## src/rtl/uart_rx_cfg.sv

```systemverilog
// uart_rx_cfg: configurable UART receiver (5..9 data bits, none/odd/even
// parity, 1 or 2 stop bits) with a 2-flop input synchroniser, 3-sample
// majority voting per bit, and parity / framing / break reporting.
module uart_rx_cfg #(
  parameter int CLK_HZ    = 12_000_000,
  parameter int BIT_RATE  = 9600,
  parameter int DATA_BITS = 8,
  parameter int PARITY    = 0,   // 0 = none, 1 = odd, 2 = even
  parameter int STOP_BITS = 1    // 1 or 2
) (
  input  logic                 CLK,
  input  logic                 RST_N,
  input  logic                 RX,
  output logic                 VALID,
  output logic [DATA_BITS-1:0] DATA,
  output logic                 PARITY_ERR,
  output logic                 FRAME_ERR,
  output logic                 BREAK,
  output logic                 BUSY
);

  // CLK_PER_BIT must be at least 16 so the three vote samples sit well
  // inside the bit cell.
  localparam int CLK_PER_BIT = CLK_HZ / BIT_RATE;
  localparam int CW          = $clog2(CLK_PER_BIT) + 1;
  localparam int MID         = CLK_PER_BIT / 2;
  localparam int BW          = (DATA_BITS > 1) ? $clog2(DATA_BITS) : 1;

  localparam logic [CW-1:0] CNT_LAST = CW'(CLK_PER_BIT - 1);
  localparam logic [CW-1:0] CNT_V0   = CW'(MID - 1);
  localparam logic [CW-1:0] CNT_V1   = CW'(MID);
  localparam logic [CW-1:0] CNT_DEC  = CW'(MID + 1);
  localparam logic [BW-1:0] IDX_LAST = BW'(DATA_BITS - 1);
  localparam logic          STOP_LAST = 1'(STOP_BITS - 1);

  typedef enum logic [2:0] {
    ST_IDLE,
    ST_START,
    ST_DATA,
    ST_PARITY,
    ST_STOP,
    ST_BRK_WAIT
  } state_t;

  state_t                 state, state_d;
  logic                   sync1, rx_s, rx_q;
  logic [CW-1:0]          clk_cnt;
  logic                   vote0, vote1;
  logic [BW-1:0]          bit_idx;
  logic [DATA_BITS-1:0]   shift_reg;
  logic                   par_bit;
  logic                   stop_idx;
  logic                   frame_err_acc;
  logic                   first_stop;

  logic decide, vote, stop0_now, is_break, par_err_now, frame_err_now;
  logic emit_valid, emit_break;

  // Input synchroniser plus one-cycle history for falling-edge detection.
  // NOTE: sequential state uses non-blocking (<=) so every flop samples the
  // pre-edge value of its neighbours; blocking here would collapse the chain.
  always_ff @(posedge CLK or negedge RST_N) begin
    if (!RST_N) begin
      sync1 <= 1'b1;
      rx_s  <= 1'b1;
      rx_q  <= 1'b1;
    end else begin
      sync1 <= RX;
      rx_s  <= sync1;
      rx_q  <= rx_s;
    end
  end

  // FSM state register.
  always_ff @(posedge CLK or negedge RST_N) begin
    if (!RST_N) state <= ST_IDLE;
    else        state <= state_d;
  end

  // Next-state logic, bit decision and end-of-frame event decode.
  // NOTE: every signal gets a default before the case so no path leaves a
  // value unassigned, which would otherwise infer a latch.
  always_comb begin
    state_d    = state;
    emit_valid = 1'b0;
    emit_break = 1'b0;

    decide        = (clk_cnt == CNT_DEC);
    vote          = (vote0 & vote1) | (vote0 & rx_s) | (vote1 & rx_s);
    stop0_now     = (stop_idx == 1'b0) ? vote : first_stop;
    is_break      = (shift_reg == '0) && ((PARITY == 0) || !par_bit) && !stop0_now;
    frame_err_now = frame_err_acc | ~vote;

    par_err_now = 1'b0;
    if (PARITY == 1)      par_err_now = ~(^shift_reg ^ par_bit);
    else if (PARITY == 2) par_err_now =   ^shift_reg ^ par_bit;

    unique case (state)
      ST_IDLE: begin
        if (rx_q && !rx_s) state_d = ST_START;
      end
      ST_START: begin
        if (decide) state_d = vote ? ST_IDLE : ST_DATA;
      end
      ST_DATA: begin
        if (decide && bit_idx == IDX_LAST)
          state_d = (PARITY != 0) ? ST_PARITY : ST_STOP;
      end
      ST_PARITY: begin
        if (decide) state_d = ST_STOP;
      end
      ST_STOP: begin
        if (decide && stop_idx == STOP_LAST) begin
          if (is_break) begin
            emit_break = 1'b1;
            state_d    = ST_BRK_WAIT;
          end else begin
            emit_valid = 1'b1;
            state_d    = ST_IDLE;
          end
        end
      end
      ST_BRK_WAIT: begin
        if (rx_s) state_d = ST_IDLE;
      end
      default: state_d = ST_IDLE;
    endcase
  end

  // Bit timer: free-runs over each bit cell while a frame is in progress and
  // sits at zero otherwise, so START always begins at count 0.
  always_ff @(posedge CLK or negedge RST_N) begin
    if (!RST_N) begin
      clk_cnt <= '0;
    end else if (state == ST_IDLE || state == ST_BRK_WAIT) begin
      clk_cnt <= '0;
    end else if (clk_cnt == CNT_LAST) begin
      clk_cnt <= '0;
    end else begin
      clk_cnt <= clk_cnt + CW'(1);
    end
  end

  // Vote samples, data shift register, parity bit and stop-bit bookkeeping.
  always_ff @(posedge CLK or negedge RST_N) begin
    if (!RST_N) begin
      vote0         <= 1'b1;
      vote1         <= 1'b1;
      bit_idx       <= '0;
      shift_reg     <= '0;
      par_bit       <= 1'b0;
      stop_idx      <= 1'b0;
      frame_err_acc <= 1'b0;
      first_stop    <= 1'b1;
    end else begin
      if (clk_cnt == CNT_V0) vote0 <= rx_s;
      if (clk_cnt == CNT_V1) vote1 <= rx_s;

      if (state == ST_START)
        bit_idx <= '0;
      else if (state == ST_DATA && decide)
        bit_idx <= bit_idx + BW'(1);

      // LSB arrives first, so shift right and insert at the top.
      if (state == ST_DATA && decide)
        shift_reg <= {vote, shift_reg[DATA_BITS-1:1]};

      if (state == ST_PARITY && decide)
        par_bit <= vote;

      if (state != ST_STOP) begin
        stop_idx      <= 1'b0;
        frame_err_acc <= 1'b0;
      end else if (decide) begin
        stop_idx <= stop_idx + 1'b1;
        if (!vote)             frame_err_acc <= 1'b1;
        if (stop_idx == 1'b0)  first_stop    <= vote;
      end
    end
  end

  // Registered outputs: one-cycle event pulses, result held until next VALID.
  always_ff @(posedge CLK or negedge RST_N) begin
    if (!RST_N) begin
      VALID      <= 1'b0;
      BREAK      <= 1'b0;
      DATA       <= '0;
      PARITY_ERR <= 1'b0;
      FRAME_ERR  <= 1'b0;
    end else begin
      VALID <= emit_valid;
      BREAK <= emit_break;
      if (emit_valid) begin
        DATA       <= shift_reg;
        PARITY_ERR <= par_err_now;
        FRAME_ERR  <= frame_err_now;
      end
    end
  end

  assign BUSY = (state != ST_IDLE);

endmodule

```

## config.mk

```make
export PLATFORM = sky130hd
export DESIGN_NAME = uart_rx_cfg
export DESIGN_NICKNAME = d
export VERILOG_FILES = /design/src/rtl/uart_rx_cfg.sv
export SDC_FILE = /design/constraint.sdc
export NUM_CORES = 1
export LEC_CHECK = 0
export CAP_MARGIN = 20
export CORE_MARGIN = 2
export CORE_UTILIZATION = 60
export DETAILED_ROUTE_END_ITERATION = 10
export PLACE_DENSITY = 0.86
export SLEW_MARGIN = 10
export SYNTH_ARGS = -nofsm -noshare
export SYNTH_HDL_FRONTEND = slang
export SYNTH_SLANG_ARGS = --single-unit
```

## constraint.sdc

```tcl
create_clock -name CLK -period 3.62 [get_ports CLK]
set_input_delay 0.724 -clock CLK [delete_from_list [all_inputs] [get_ports CLK]]
set_output_delay 0.724 -clock CLK [all_outputs]
set_load 0.1 [all_outputs]
```

==> impl_table.tex, run 1 <==
\begin{tabular}{lr}
\hline
Metric & Value \\
\hline
\multicolumn{2}{l}{\textbf{Worst setup path}} \\
Number of cells on the critical path & 1 \\
Crit-path slowest cell & clkdlybuf4s50\_1 \\
Reg-to-Reg Start & clk\_cnt[3]\$\_DFF\_PN0\_ \\
Critical path, cell by cell & clkdlybuf4s50\_1 \\
Worst path bufs/invs & 1 \\
Number of cell instances on the worst register-to-register path & 4 \\
Largest fanout on the critical path & 2 \\
Required time of the worst setup path & 2.90 ns \\
Peak per-stage delay on the critical path & 1.14 ns \\
Arrival time reported for the critical path endpoint & 1.87 ns \\
Worst Setup Start Kind & register \\
Cell class contributing the biggest share of worst-path delay & buffers and inverters \\
Setup CP Type & register to output port \\
Worst reg2reg path endpoint & shift\_reg[1]\$\_DFFE\_PN0P\_ \\
Worst reg-to-reg setup slack & 1.25 ns \\
Critical path endpoint category & output port \\
\multicolumn{2}{l}{\textbf{Power and ir drop}} \\
Power density normalized to cell area & 504 mW/mm\^{}2 \\
Largest voltage drop on the vdd net & 0.000358 V \\
Standby leakage power & 1.06 nW \\
Power Total & 1.16 mW \\
\multicolumn{2}{l}{\textbf{Synth}} \\
Total of warnings raised by yosys & 0 \\
Post-synthesis async set-or-reset flop share & 100\% \\
Biggest area contributors in the synthesized netlist & dfrtp\_1, mux2\_2, dfstp\_2 \\
Post-synthesis average cell area & 11.8 um\^{}2 \\
Post-Synthesis Net Count & 185 \\
EDFF count, synth & 0 \\
Number of distinct library cells after synthesis & 38 \\
Most numerous cell in the Yosys netlist & dfrtp\_1 \\
Seq/Total Area, Yosys & 54.4\% \\
Area of the mapped netlist & 0.00208 mm\^{}2 \\
Synth Instances & 176 \\
Most area-hungry cell type in the Yosys netlist & dfrtp\_1 \\
Main synth FF type & dfrtp\_1 \\
Commonest cells in the synthesized netlist & dfrtp\_1, mux2\_2, nor2\_1, nand2\_1 \\
Register bit count reported by yosys & 45 \\
Top cell type's share of synthesized area & 46.8\% \\
\multicolumn{2}{l}{\textbf{Floorplan}} \\
Boundary pin count & 16 \\
Floorplan Core Area & 0.00334 mm\^{}2 \\
Effective utilization at floorplan & 62.5\% \\
Floorplan die width & 62.9 um \\
Standard-cell row count & 21 \\
Die Footprint & 0.00396 mm\^{}2 \\
Height of the chip & 62.9 um \\
\multicolumn{2}{l}{\textbf{STA}} \\
Setup total negative slack & 0 ns \\
Unrepaired setup endpoints after global routing & no \\
Number of pins with negative max-slew slack in the final report & 0 \\
Hold violation count in the final report & 0 \\
Max-slew headroom & 34.3\% \\
Final Critical Period & 2.59 ns \\
Ratio of final minimum period to clock period & 71.6\% \\
Largest clock skew in the final design & 0.00720 ns \\
Max Clock Freq & 386 MHz \\
Worst-Margin Slew & 0.983 ns \\
Endpoints failing setup & 0 \\
\multicolumn{2}{l}{\textbf{Route}} \\
Antenna-violating nets left & 0 \\
DRC violations left & 0 \\
Detail-routed net length per standard cell & 15.2 um \\
Drt total wl & 3.66 mm \\
Vias after detailed routing & 1,374 \\
TritonRoute pass-1 iters & 4 \\
Detailed router's first-iteration violation count & 111 \\
Vias per inst & 5.73 \\
\multicolumn{2}{l}{\textbf{Clocking}} \\
Clock Tree Root & clkbuf\_4 \\
TritonCTS clock tree & yes \\
TritonCTS Buffers & 5 \\
Clock latency at the later pin of the worst-skew pair & 0.35 ns \\
Number of gates resized after CTS & 0 \\
Sink count of the clock tree & 45 \\
Number of setup buffers added after CTS & 0 \\
Post-CTS Hold Fix Bufs & 0 \\
Clock input transition at the sequential cells of the worst setup and hold paths & 0.12 ns \\
Number of H-tree levels & 2 \\
Maximum root-to-sink buffer count & 2 \\
\multicolumn{2}{l}{\textbf{Layout}} \\
Largest register FFs & 12 \\
Final \#Nets & 202 \\
Post-Layout Inst Area & 0.00230 mm\^{}2 \\
Number of diodes added for antenna fixing & 0 \\
Share of layout cells above drive strength 1 & 23.7\% \\
Relative area change from synthesis to final layout & 10.3\% \\
\multicolumn{2}{l}{\textbf{Hold path}} \\
Type of the worst min-delay path & register to register \\
Launch point of the worst hold path & sync1\$\_DFF\_PN1\_ \\
Worst Hold Path Cells & 0 \\
Worst-case hold path end point & rx\_s\$\_DFF\_PN1\_ \\
\multicolumn{2}{l}{\textbf{Flow run}} \\
Total of max-cap violations & 0 \\
\multicolumn{2}{l}{\textbf{Global routing}} \\
GRT Overall Usage & 20.6\% \\
Via count of the first global-routing pass & 1,380 \\
Total global routing overflow & 0 \\
Largest net degree at the start of global routing & 46 \\
Antenna violations before repair & 0 \\
First-pass GRT wire length & 6.33 mm \\
\multicolumn{2}{l}{\textbf{Place}} \\
Count of input and output buffers & 14 \\
Detailed placement HPWL & 2.60 mm \\
Standard cell area after detailed placement & 0.00225 mm\^{}2 \\
Routability Congestion & 0.924 \\
\multicolumn{2}{l}{\textbf{Run status}} \\
Status & completed \\
\hline
\end{tabular}
[area by class of cell]
class | count | area, um^2
flip-flops and latches | 45 | 1130
clock buffers | 6 | 41.3
well taps | 46 | 57.6
repair buffers | 15 | 140
multi-input cells | 122 | 902
clock inverters | 2 | 10.0
inverters | 4 | 15.0
fillers | 247 | 1040
[metrics by stage]
| stage | std cells | utilization [%] | hold WS [ns] | setup slack [ns] |
|---|---|---|---|---|
| 6_report | 240 | 68.9 | 0.365 | 1.03 |
| 3_3_place_gp | 231 | 67.2 | 0.348 | 1.37 |
| 3_5_place_dp | 232 | 67.4 | 0.348 | 1.27 |
| 4_1_cts | 240 | 68.9 | 0.366 | 1.01 |
| 2_1_floorplan | 176 | - | 0.345 | 1.61 |
| 5_1_grt | 240 | 68.9 | 0.367 | 0.963 |
[cells by family (layout without fill, tap and decap cells)]
group	Yosys count	after routing	synth area share [%]
compound gates	18	18	5.58
xor+xnor	9	9	3.78
fa+ha+maj	7	7	4.14
buf+inv	9	27	2.34
flops	45	45	54.4
mux	23	23	12.4
other cells	1	1	0.180
simple gates	64	64	17.2
[report_power, final]
group,switching [mW],total (mW),leakage (nW),internal (mW)
logic,0.214,0.338,0.428,0.124
clock network,0.156,0.230,0.0320,0.0743
registers,0.0534,0.591,0.601,0.537
[cell usage in the layout, fill, tap and decap left out, types with 2 or more instances in the layout]
master,instances
a21oi_1,6
and2_1,3
and3_1,4
buf_4,2
clkbuf_4,5
clkdlybuf4s50_1,12
clkinv_2,2
dfrtp_1,39
dfstp_2,6
ha_1,6
inv_1,4
mux2_2,22
nand2_1,13
nand2b_1,3
nand3_1,5
nand4_1,3
nor2_1,16
nor2b_1,4
nor3_1,3
nor4_1,2
o21ai_0,6
or3_1,2
xnor2_1,5
xor2_1,4
[metal layers]
layer  routed length, um  track usage, %  share of wire [%]  vias up
li1                    -               -                  -      636
met1                1610            26.9                 44      683
met2                1820            33.2                 50       49
met3                 164            4.50                4.5        6
met4                  68            9.17                1.9        0
met5                   0               0                  0        -
[how the worst max path moves through the flow]
| stage | slack [ns] | from | endpoint |
|---|---|---|---|
| 6_report | 1.03 | DATA[3]$_DFFE_PN0P_ | DATA[3] |
| 3_5_place_dp | 1.27 | clk_cnt[3]$_DFF_PN0_ | shift_reg[1]$_DFFE_PN0P_ |
| 2_1_floorplan | 1.61 | state[1]$_DFFE_PN0P_ | BUSY |
| 3_3_place_gp | 1.37 | clk_cnt[3]$_DFF_PN0_ | shift_reg[2]$_DFFE_PN0P_ |
| 5_1_grt | 0.96 | DATA[3]$_DFFE_PN0P_ | DATA[3] |
| 4_1_cts | 1.01 | DATA[3]$_DFFE_PN0P_ | DATA[3] |
Power figures use the tool's default switching activity.
==> inputs of run 2 (changes only) <==
--- a/config.mk
+++ b/config.mk
@@ -7,9 +7,9 @@
 export LEC_CHECK = 0
 export CAP_MARGIN = 20
 export CORE_MARGIN = 2
-export CORE_UTILIZATION = 60
+export CORE_UTILIZATION = 51
 export DETAILED_ROUTE_END_ITERATION = 10
-export PLACE_DENSITY = 0.86
+export PLACE_DENSITY = 0.78
 export SLEW_MARGIN = 10
 export SYNTH_ARGS = -nofsm -noshare
 export SYNTH_HDL_FRONTEND = slang
==> constraint.sdc (replaced) <==
create_clock -name CLK -period 2.3 [get_ports CLK]
set_input_delay 0.46 -clock CLK [delete_from_list [all_inputs] [get_ports CLK]]
set_output_delay 0.46 -clock CLK [all_outputs]
set_load 0.1 [all_outputs]
==> run 2 against run 1 <==
Wire length shrank 1.6%; global-route usage shrank 1.8 points; critical endpoint is now DATA[2]$_DFFE_PN0P_; highest routed layer unchanged; sequential cell count is the same; clock power grew to 2.5 times the previous value; combinational power grew 52%; via count shrank 1.9%; clock skew grew 0.0061 ns; total power grew 74%; sequential share of layout area shrank 1.3 points; critical path type is now register to register.
==> impl_table.tex, run 2 (synthesis results as in run 1) <==
\begin{tabular}{lr}
\hline
Metric & Value \\
\hline
\multicolumn{2}{l}{\textbf{Floorplan}} \\
Boundary pin count & 16 (unchanged) \\
Die Footprint & 0.00461 mm\^{}2 (was 0.00396 mm\^{}2) \\
Floorplan Core Area & 0.00397 mm\^{}2 (was 0.00334 mm\^{}2) \\
Effective utilization at floorplan & 52.5\% (was 62.5\%) \\
Height of the chip & 67.9 um (was 62.9 um) \\
Floorplan die width & 67.9 um (was 62.9 um) \\
Standard-cell row count & 23 (was 21) \\
\multicolumn{2}{l}{\textbf{STA}} \\
Largest clock skew in the final design & 0.0133 ns (was 0.00720 ns) \\
Worst-Margin Slew & 0.782 ns (was 0.983 ns) \\
Final Critical Period & 2.04 ns \\
Max Clock Freq & 490 MHz \\
Hold violation count in the final report & 0 (unchanged) \\
Ratio of final minimum period to clock period & 88.7\% \\
Endpoints failing setup & 0 (unchanged) \\
Max-slew headroom & 47.5\% (was 34.3\%) \\
Setup total negative slack & 0 ns (unchanged) \\
Number of pins with negative max-slew slack in the final report & 0 (unchanged) \\
Unrepaired setup endpoints after global routing & no (unchanged) \\
\multicolumn{2}{l}{\textbf{Global routing}} \\
Total global routing overflow & 0 (unchanged) \\
GRT Overall Usage & 18.8\% (was 20.6\%) \\
Largest net degree at the start of global routing & 18 (was 46) \\
Antenna violations before repair & 0 (unchanged) \\
Via count of the first global-routing pass & 1,341 (was 1,380) \\
First-pass GRT wire length & 6.33 mm (unchanged) \\
\multicolumn{2}{l}{\textbf{Worst setup path}} \\
Number of cell instances on the worst register-to-register path & 6 (was 4) \\
Worst Setup Start Kind & register (unchanged) \\
Crit-path slowest cell & dfrtp\_1 (was clkdlybuf4s50\_1) \\
Peak per-stage delay on the critical path & 0.44 ns (was 1.14 ns) \\
Critical path endpoint category & register (was output port) \\
Worst path bufs/invs & 1 (unchanged) \\
Arrival time reported for the critical path endpoint & 2.21 ns (was 1.87 ns) \\
Number of cells on the critical path & 6 (was 1) \\
Critical path, cell by cell & nor4\_4, and4\_4, nand2b\_4, nor3b\_2, buf\_4, mux2\_2 (was clkdlybuf4s50\_1) \\
Largest fanout on the critical path & 9 (was 2) \\
Cell class contributing the biggest share of worst-path delay & simple AND/OR/NAND/NOR gates (was buffers and inverters) \\
Setup CP Type & register to register (was register to output port) \\
Required time of the worst setup path & 2.47 ns (was 2.90 ns) \\
\multicolumn{2}{l}{\textbf{Layout}} \\
Most frequent cells in the layout & dfrtp\_1, mux2\_2, buf\_4 (was dfrtp\_1, mux2\_2, nor2\_1) \\
Share of layout cells above drive strength 1 & 30.8\% (was 23.7\%) \\
Most common cell after layout, fill and taps aside & dfrtp\_1 (unchanged) \\
Relative area change from synthesis to final layout & 13.4\% (was 10.3\%) \\
Post-Layout Inst Area & 0.00236 mm\^{}2 (was 0.00230 mm\^{}2) \\
Final \#Nets & 206 (was 202) \\
Largest register FFs & 12 (unchanged) \\
Number of diodes added for antenna fixing & 0 (unchanged) \\
\multicolumn{2}{l}{\textbf{Clocking}} \\
TritonCTS clock tree & yes (unchanged) \\
Sink count of the clock tree & 45 (unchanged) \\
Post-CTS Hold Fix Bufs & 0 (unchanged) \\
Number of setup buffers added after CTS & 0 (unchanged) \\
Number of gates resized after CTS & 0 (unchanged) \\
Clock Tree Root & clkbuf\_8 (was clkbuf\_4) \\
Number of H-tree levels & 2 (unchanged) \\
Clock latency at the later pin of the worst-skew pair & 0.30 ns (was 0.35 ns) \\
Maximum root-to-sink buffer count & 2 (unchanged) \\
Clock input transition at the sequential cells of the worst setup and hold paths & 0.09 ns (was 0.12 ns) \\
TritonCTS Buffers & 5 (unchanged) \\
\multicolumn{2}{l}{\textbf{Flow run}} \\
Total of max-cap violations & 0 (unchanged) \\
\multicolumn{2}{l}{\textbf{Route}} \\
Vias after detailed routing & 1,348 (was 1,374) \\
Routed length on met2 & 1.76 mm (was 1.82 mm) \\
Vias per inst & 5.44 (was 5.73) \\
TritonRoute pass-1 iters & 4 (unchanged) \\
Detailed router's first-iteration violation count & 93 (was 111) \\
Topmost layer with routed signal wires & met4 (unchanged) \\
Detail-routed net length per standard cell & 14.5 um (was 15.2 um) \\
Antenna-violating nets left & 0 (unchanged) \\
Drt total wl & 3.60 mm (was 3.66 mm) \\
DRC violations left & 0 (unchanged) \\
Total routed wire length on the met1 layer & 1.66 mm (was 1.61 mm) \\
Met3 routed wirelength & 111 um (was 164 um) \\
\multicolumn{2}{l}{\textbf{Place}} \\
Count of input and output buffers & 14 (unchanged) \\
Detailed placement HPWL & 2.75 mm (was 2.60 mm) \\
Routability Congestion & 0.853 (was 0.924) \\
Standard cell area after detailed placement & 0.00226 mm\^{}2 (was 0.00225 mm\^{}2) \\
\multicolumn{2}{l}{\textbf{Hold path}} \\
Type of the worst min-delay path & input port to asynchronous set/reset pin (was register to register) \\
\multicolumn{2}{l}{\textbf{Power and ir drop}} \\
Standby leakage power & 1.13 nW (was 1.06 nW) \\
Largest voltage drop on the vdd net & 0.000418 V (was 0.000358 V) \\
Power density normalized to cell area & 854 mW/mm\^{}2 (was 504 mW/mm\^{}2) \\
\multicolumn{2}{l}{\textbf{Run status}} \\
Status & completed (unchanged) \\
\hline
\end{tabular}
run 2: cell count changes in the layout (fill, tap and decap cells not counted), sizes merged:
cell           delta
clkinv            -1
buf              +15
clkdlybuf4s50    -11
bufinv            +1
run 2: worst reg2reg max path, delay by kind of cell, from the launching register on:
kind | cells | cell delay [ns]
simple gates | 4 | 0.92
flops | 1 | 0.44
mux | 1 | 0.36
buf+inv | 1 | 0.21
run 2: cell type report:
| cell class | count | area [um^2] |
|---|---|---|
| repair buffers | 19 | 143 |
| fillers | 322 | 1610 |
| clock buffers | 6 | 72.6 |
| inverters | 4 | 15.0 |
| clock inverters | 2 | 35.0 |
| multi-input cells | 122 | 902 |
| flip-flops and latches | 45 | 1130 |
| well taps | 50 | 62.6 |
run 2: per-stage QoR:
step / std cells / setup slack (ns) / power, mW / hold slack (ns) / util [%]
5_1_grt: 248 / 0.176 / 2.14 / 0.0598 / 59.5
3_5_place_dp: 240 / 0.219 / 1.46 / 0.348 / 56.8
4_1_cts: 248 / 0.206 / 2.03 / 0.0571 / 59.5
3_3_place_gp: 240 / 0.343 / 1.42 / 0.347 / 56.8
6_report: 248 / 0.259 / 2.02 / 0.0534 / 59.5
2_1_floorplan: 176 / 0.462 / 1.34 / 0.164 / -
run 2: layer usage:
layer | up-vias | GRT usage, %
met1 | 668 | 24.3
li1 | 652 | -
met3 | 5 | 5.92
met4 | 0 | 7.25
met5 | - | 0
met2 | 23 | 29.6
run 2: final timing paths:
| check | end | slack, ns | from |
|---|---|---|---|
| worst min-delay path | shift_reg[1]$_DFFE_PN0P_ | 0.05 | RST_N |
| worst min register to register | rx_s$_DFF_PN1_ | 0.36 | sync1$_DFF_PN1_ |
| worst max register to register | DATA[2]$_DFFE_PN0P_ | 0.26 | clk_cnt[3]$_DFF_PN0_ |
| min in group CLK | rx_s$_DFF_PN1_ | 0.36 | sync1$_DFF_PN1_ |
| max in group asynchronous | sync1$_DFF_PN1_ | 1.65 | RST_N |
| worst max-delay path | DATA[2]$_DFFE_PN0P_ | 0.26 | clk_cnt[3]$_DFF_PN0_ |
run 2: power by group:
part	switching (mW)	internal [mW]	leakage [nW]
logic	0.329	0.186	0.470
registers	0.0811	0.846	0.601
clock network	0.255	0.322	0.0552
total	0.665	1.35	1.13
==> inputs of run 3 (changes only) <==
==> constraint.sdc (replaced) <==
create_clock -name CLK -period 1.7 [get_ports CLK]
set_input_delay 0.34 -clock CLK [delete_from_list [all_inputs] [get_ports CLK]]
set_output_delay 0.34 -clock CLK [all_outputs]
set_load 0.1 [all_outputs]
==> run 3 against run 2 <==
The run now ends with setup timing left; cell count grew 11%; via count grew 16%; global-route usage grew 4.2 points; sequential power grew 32%.
==> impl_table.tex, run 3 (synthesis results as in run 1) <==
\begin{tabular}{lr}
\hline
Metric & Value \\
\hline
\multicolumn{2}{l}{\textbf{Layout}} \\
Share of layout cells above drive strength 1 & 45.6\% (was 30.8\%) \\
Most frequent cells in the layout & dfrtp\_1, buf\_4, nor2\_1 (was dfrtp\_1, mux2\_2, buf\_4) \\
Number of standard cells in the final layout excluding fillers & 276 (was 248) \\
Total of fill cells in the finished design & 265 (was 322) \\
Most common cell after layout, fill and taps aside & dfrtp\_1 (unchanged) \\
Number of diodes added for antenna fixing & 0 (unchanged) \\
Final \#Nets & 234 (was 206) \\
Largest register FFs & 12 (unchanged) \\
Relative area change from synthesis to final layout & 36.2\% (was 13.4\%) \\
Post-Layout Inst Area & 0.00284 mm\^{}2 (was 0.00236 mm\^{}2) \\
Final cell utilization of the core & 71.5\% (was 59.5\%) \\
\multicolumn{2}{l}{\textbf{Floorplan}} \\
Floorplan Core Area & 0.00397 mm\^{}2 (unchanged) \\
Boundary pin count & 16 (unchanged) \\
Standard-cell row count & 23 (unchanged) \\
Height of the chip & 67.9 um (unchanged) \\
Floorplan die width & 67.9 um (unchanged) \\
Die Footprint & 0.00461 mm\^{}2 (unchanged) \\
Effective utilization at floorplan & 52.5\% (unchanged) \\
\multicolumn{2}{l}{\textbf{STA}} \\
Ratio of final minimum period to clock period & 113\% (was 88.7\%) \\
Setup total negative slack & -4.00 ns (was 0 ns) \\
Number of pins with negative max-slew slack in the final report & 0 (unchanged) \\
Final Critical Period & 1.92 ns (was 2.04 ns) \\
Unrepaired setup endpoints after global routing & yes (was no) \\
Least setup slack across all paths after layout & -0.218 ns (was 0.259 ns) \\
Hold violation count in the final report & 0 (unchanged) \\
Endpoints failing setup & 23 (was 0) \\
Max Clock Freq & 521 MHz (was 490 MHz) \\
Final-layout worst hold slack & 0.365 ns (was 0.0534 ns) \\
Largest clock skew in the final design & 0.00589 ns (was 0.0133 ns) \\
\multicolumn{2}{l}{\textbf{Global routing}} \\
Total global routing overflow & 0 (unchanged) \\
Antenna violations before repair & 0 (unchanged) \\
GRT Overall Usage & 23.0\% (was 18.8\%) \\
Via count of the first global-routing pass & 1,649 (was 1,341) \\
First-pass GRT wire length & 7.63 mm (was 6.33 mm) \\
Largest net degree at the start of global routing & 18 (unchanged) \\
\multicolumn{2}{l}{\textbf{Clocking}} \\
TritonCTS clock tree & yes (unchanged) \\
Sink count of the clock tree & 45 (unchanged) \\
TritonCTS Buffers & 5 (unchanged) \\
Maximum root-to-sink buffer count & 2 (unchanged) \\
Clock latency at the later pin of the worst-skew pair & 0.30 ns (about the same) \\
Clock input transition at the sequential cells of the worst setup and hold paths & 0.09 ns (about the same) \\
Clock Tree Root & clkbuf\_8 (unchanged) \\
Number of H-tree levels & 2 (unchanged) \\
\multicolumn{2}{l}{\textbf{Flow run}} \\
Total of max-cap violations & 0 (unchanged) \\
\multicolumn{2}{l}{\textbf{Worst setup path}} \\
Worst setup path endpoint & DATA[4]\$\_DFFE\_PN0P\_ (was DATA[2]\$\_DFFE\_PN0P\_) \\
Required time of the worst setup path & 1.89 ns (was 2.47 ns) \\
Number of cell instances on the worst register-to-register path & 6 (unchanged) \\
Largest fanout on the critical path & 9 (unchanged) \\
Worst reg2reg path endpoint & DATA[4]\$\_DFFE\_PN0P\_ (was DATA[2]\$\_DFFE\_PN0P\_) \\
Worst Setup Start Kind & register (unchanged) \\
Crit path launch & clk\_cnt[3]\$\_DFF\_PN0\_ (unchanged) \\
Critical path endpoint category & register (unchanged) \\
Worst reg-to-reg setup slack & -0.22 ns (was 0.26 ns) \\
Arrival time reported for the critical path endpoint & 2.11 ns (was 2.21 ns) \\
Reg-to-Reg Start & clk\_cnt[3]\$\_DFF\_PN0\_ (unchanged) \\
Setup CP Type & register to register (unchanged) \\
\multicolumn{2}{l}{\textbf{Place}} \\
Post-placement setup slack & -0.239 ns (was 0.219 ns) \\
Standard cell area after detailed placement & 0.00257 mm\^{}2 (was 0.00226 mm\^{}2) \\
Detailed placement HPWL & 3.27 mm (was 2.75 mm) \\
Count of input and output buffers & 14 (unchanged) \\
Routability Congestion & 0.940 (was 0.853) \\
Placed cell count & 262 (was 240) \\
\multicolumn{2}{l}{\textbf{Run status}} \\
Status & finished, violations left (was completed) \\
Violated checks & setup timing \\
\multicolumn{2}{l}{\textbf{Power and ir drop}} \\
Standby leakage power & 1.36 nW (was 1.13 nW) \\
Power Total & 3.01 mW (was 2.02 mW) \\
Largest voltage drop on the vdd net & 0.000730 V (was 0.000418 V) \\
Power density normalized to cell area & 1060 mW/mm\^{}2 (was 854 mW/mm\^{}2) \\
\multicolumn{2}{l}{\textbf{Route}} \\
TritonRoute pass-1 iters & 4 (unchanged) \\
DRC violations left & 0 (unchanged) \\
Drt total wl & 4.81 mm (was 3.60 mm) \\
Vias per inst & 5.67 (was 5.44) \\
Vias after detailed routing & 1,564 (was 1,348) \\
Detailed router's first-iteration violation count & 82 (was 93) \\
Antenna-violating nets left & 0 (unchanged) \\
Detail-routed net length per standard cell & 17.4 um (was 14.5 um) \\
\multicolumn{2}{l}{\textbf{Hold path}} \\
Type of the worst min-delay path & register to register (was input port to asynchronous set/reset pin) \\
Launch point of the worst hold path & sync1\$\_DFF\_PN1\_ \\
\hline
\end{tabular}
[run 3: cell count changes in the layout (fill, tap and decap cells not counted), sizes merged]
cell / delta
buf: +27
clkinvlp: +3
bufinv: -1
clkbuf: -1
clkinv: -1
dlygate4sd3: +1
[run 3: layer usage]
metal	vias to the layer above	global-route usage, %	wire length, um
met5	-	0	0
met1	794	26.7	1870
met4	0	8.50	112
li1	708	-	-
met2	49	41.0	2620
met3	13	5.43	213
[run 3: worst min-delay path by stage]
stage | end | slack [ns] | depth (start not counted)
finish | rx_s$_DFF_PN1_ | 0.37 | 0
global route | rx_s$_DFF_PN1_ | 0.37 | 0
CTS | rx_s$_DFF_PN1_ | 0.36 | 0
detailed placement | shift_reg[0]$_DFFE_PN0P_ | 0.26 | 1
global placement | shift_reg[1]$_DFFE_PN0P_ | 0.26 | 1
floorplan | BREAK$_DFF_PN0_ | 0.04 | 0
[run 3: power breakdown]
part	internal (mW)	total, mW	switching, mW	leakage [nW]
Clock	0.288	0.675	0.386	0.0364
Sequential	1.15	1.22	0.0757	0.600
Combinational	0.496	1.12	0.621	0.721
Total	1.93	3.01	1.08	1.36
[run 3: final cells by class]
class / instances / area, um^2 / area share (%)
flip-flops and latches: 45 / 1130 / 40.0
inverters: 4 / 15.0 / 0.529
repair buffers: 47 / 528 / 18.6
clock inverters: 3 / 22.5 / 0.793
clock buffers: 5 / 68.8 / 2.42
multi-input cells: 122 / 1010 / 35.5
well taps: 50 / 62.6 / 2.20
[run 3: critical path, cell delays in order, from the launching register on]
cell and delay [ns]:
dfrtp_1 0.42, nor4_4 0.30, and4_4 0.30, nand2b_4 0.09, nor3b_4 0.18, buf_6 0.17, mux2_2 0.34
[run 3: repair_timing]
| item | in CTS | in global routing |
|---|---|---|
| hold buffers | 1 | 0 |
| gates resized for setup | 15 | 22 |
| endpoints found under the setup margin | 23 | 37 |
| hold endpoints to repair | 12 | 0 |
| cloned | 0 | 1 |
| pin swaps | 6 | 8 |
| buffers inserted | 3 | 2 |
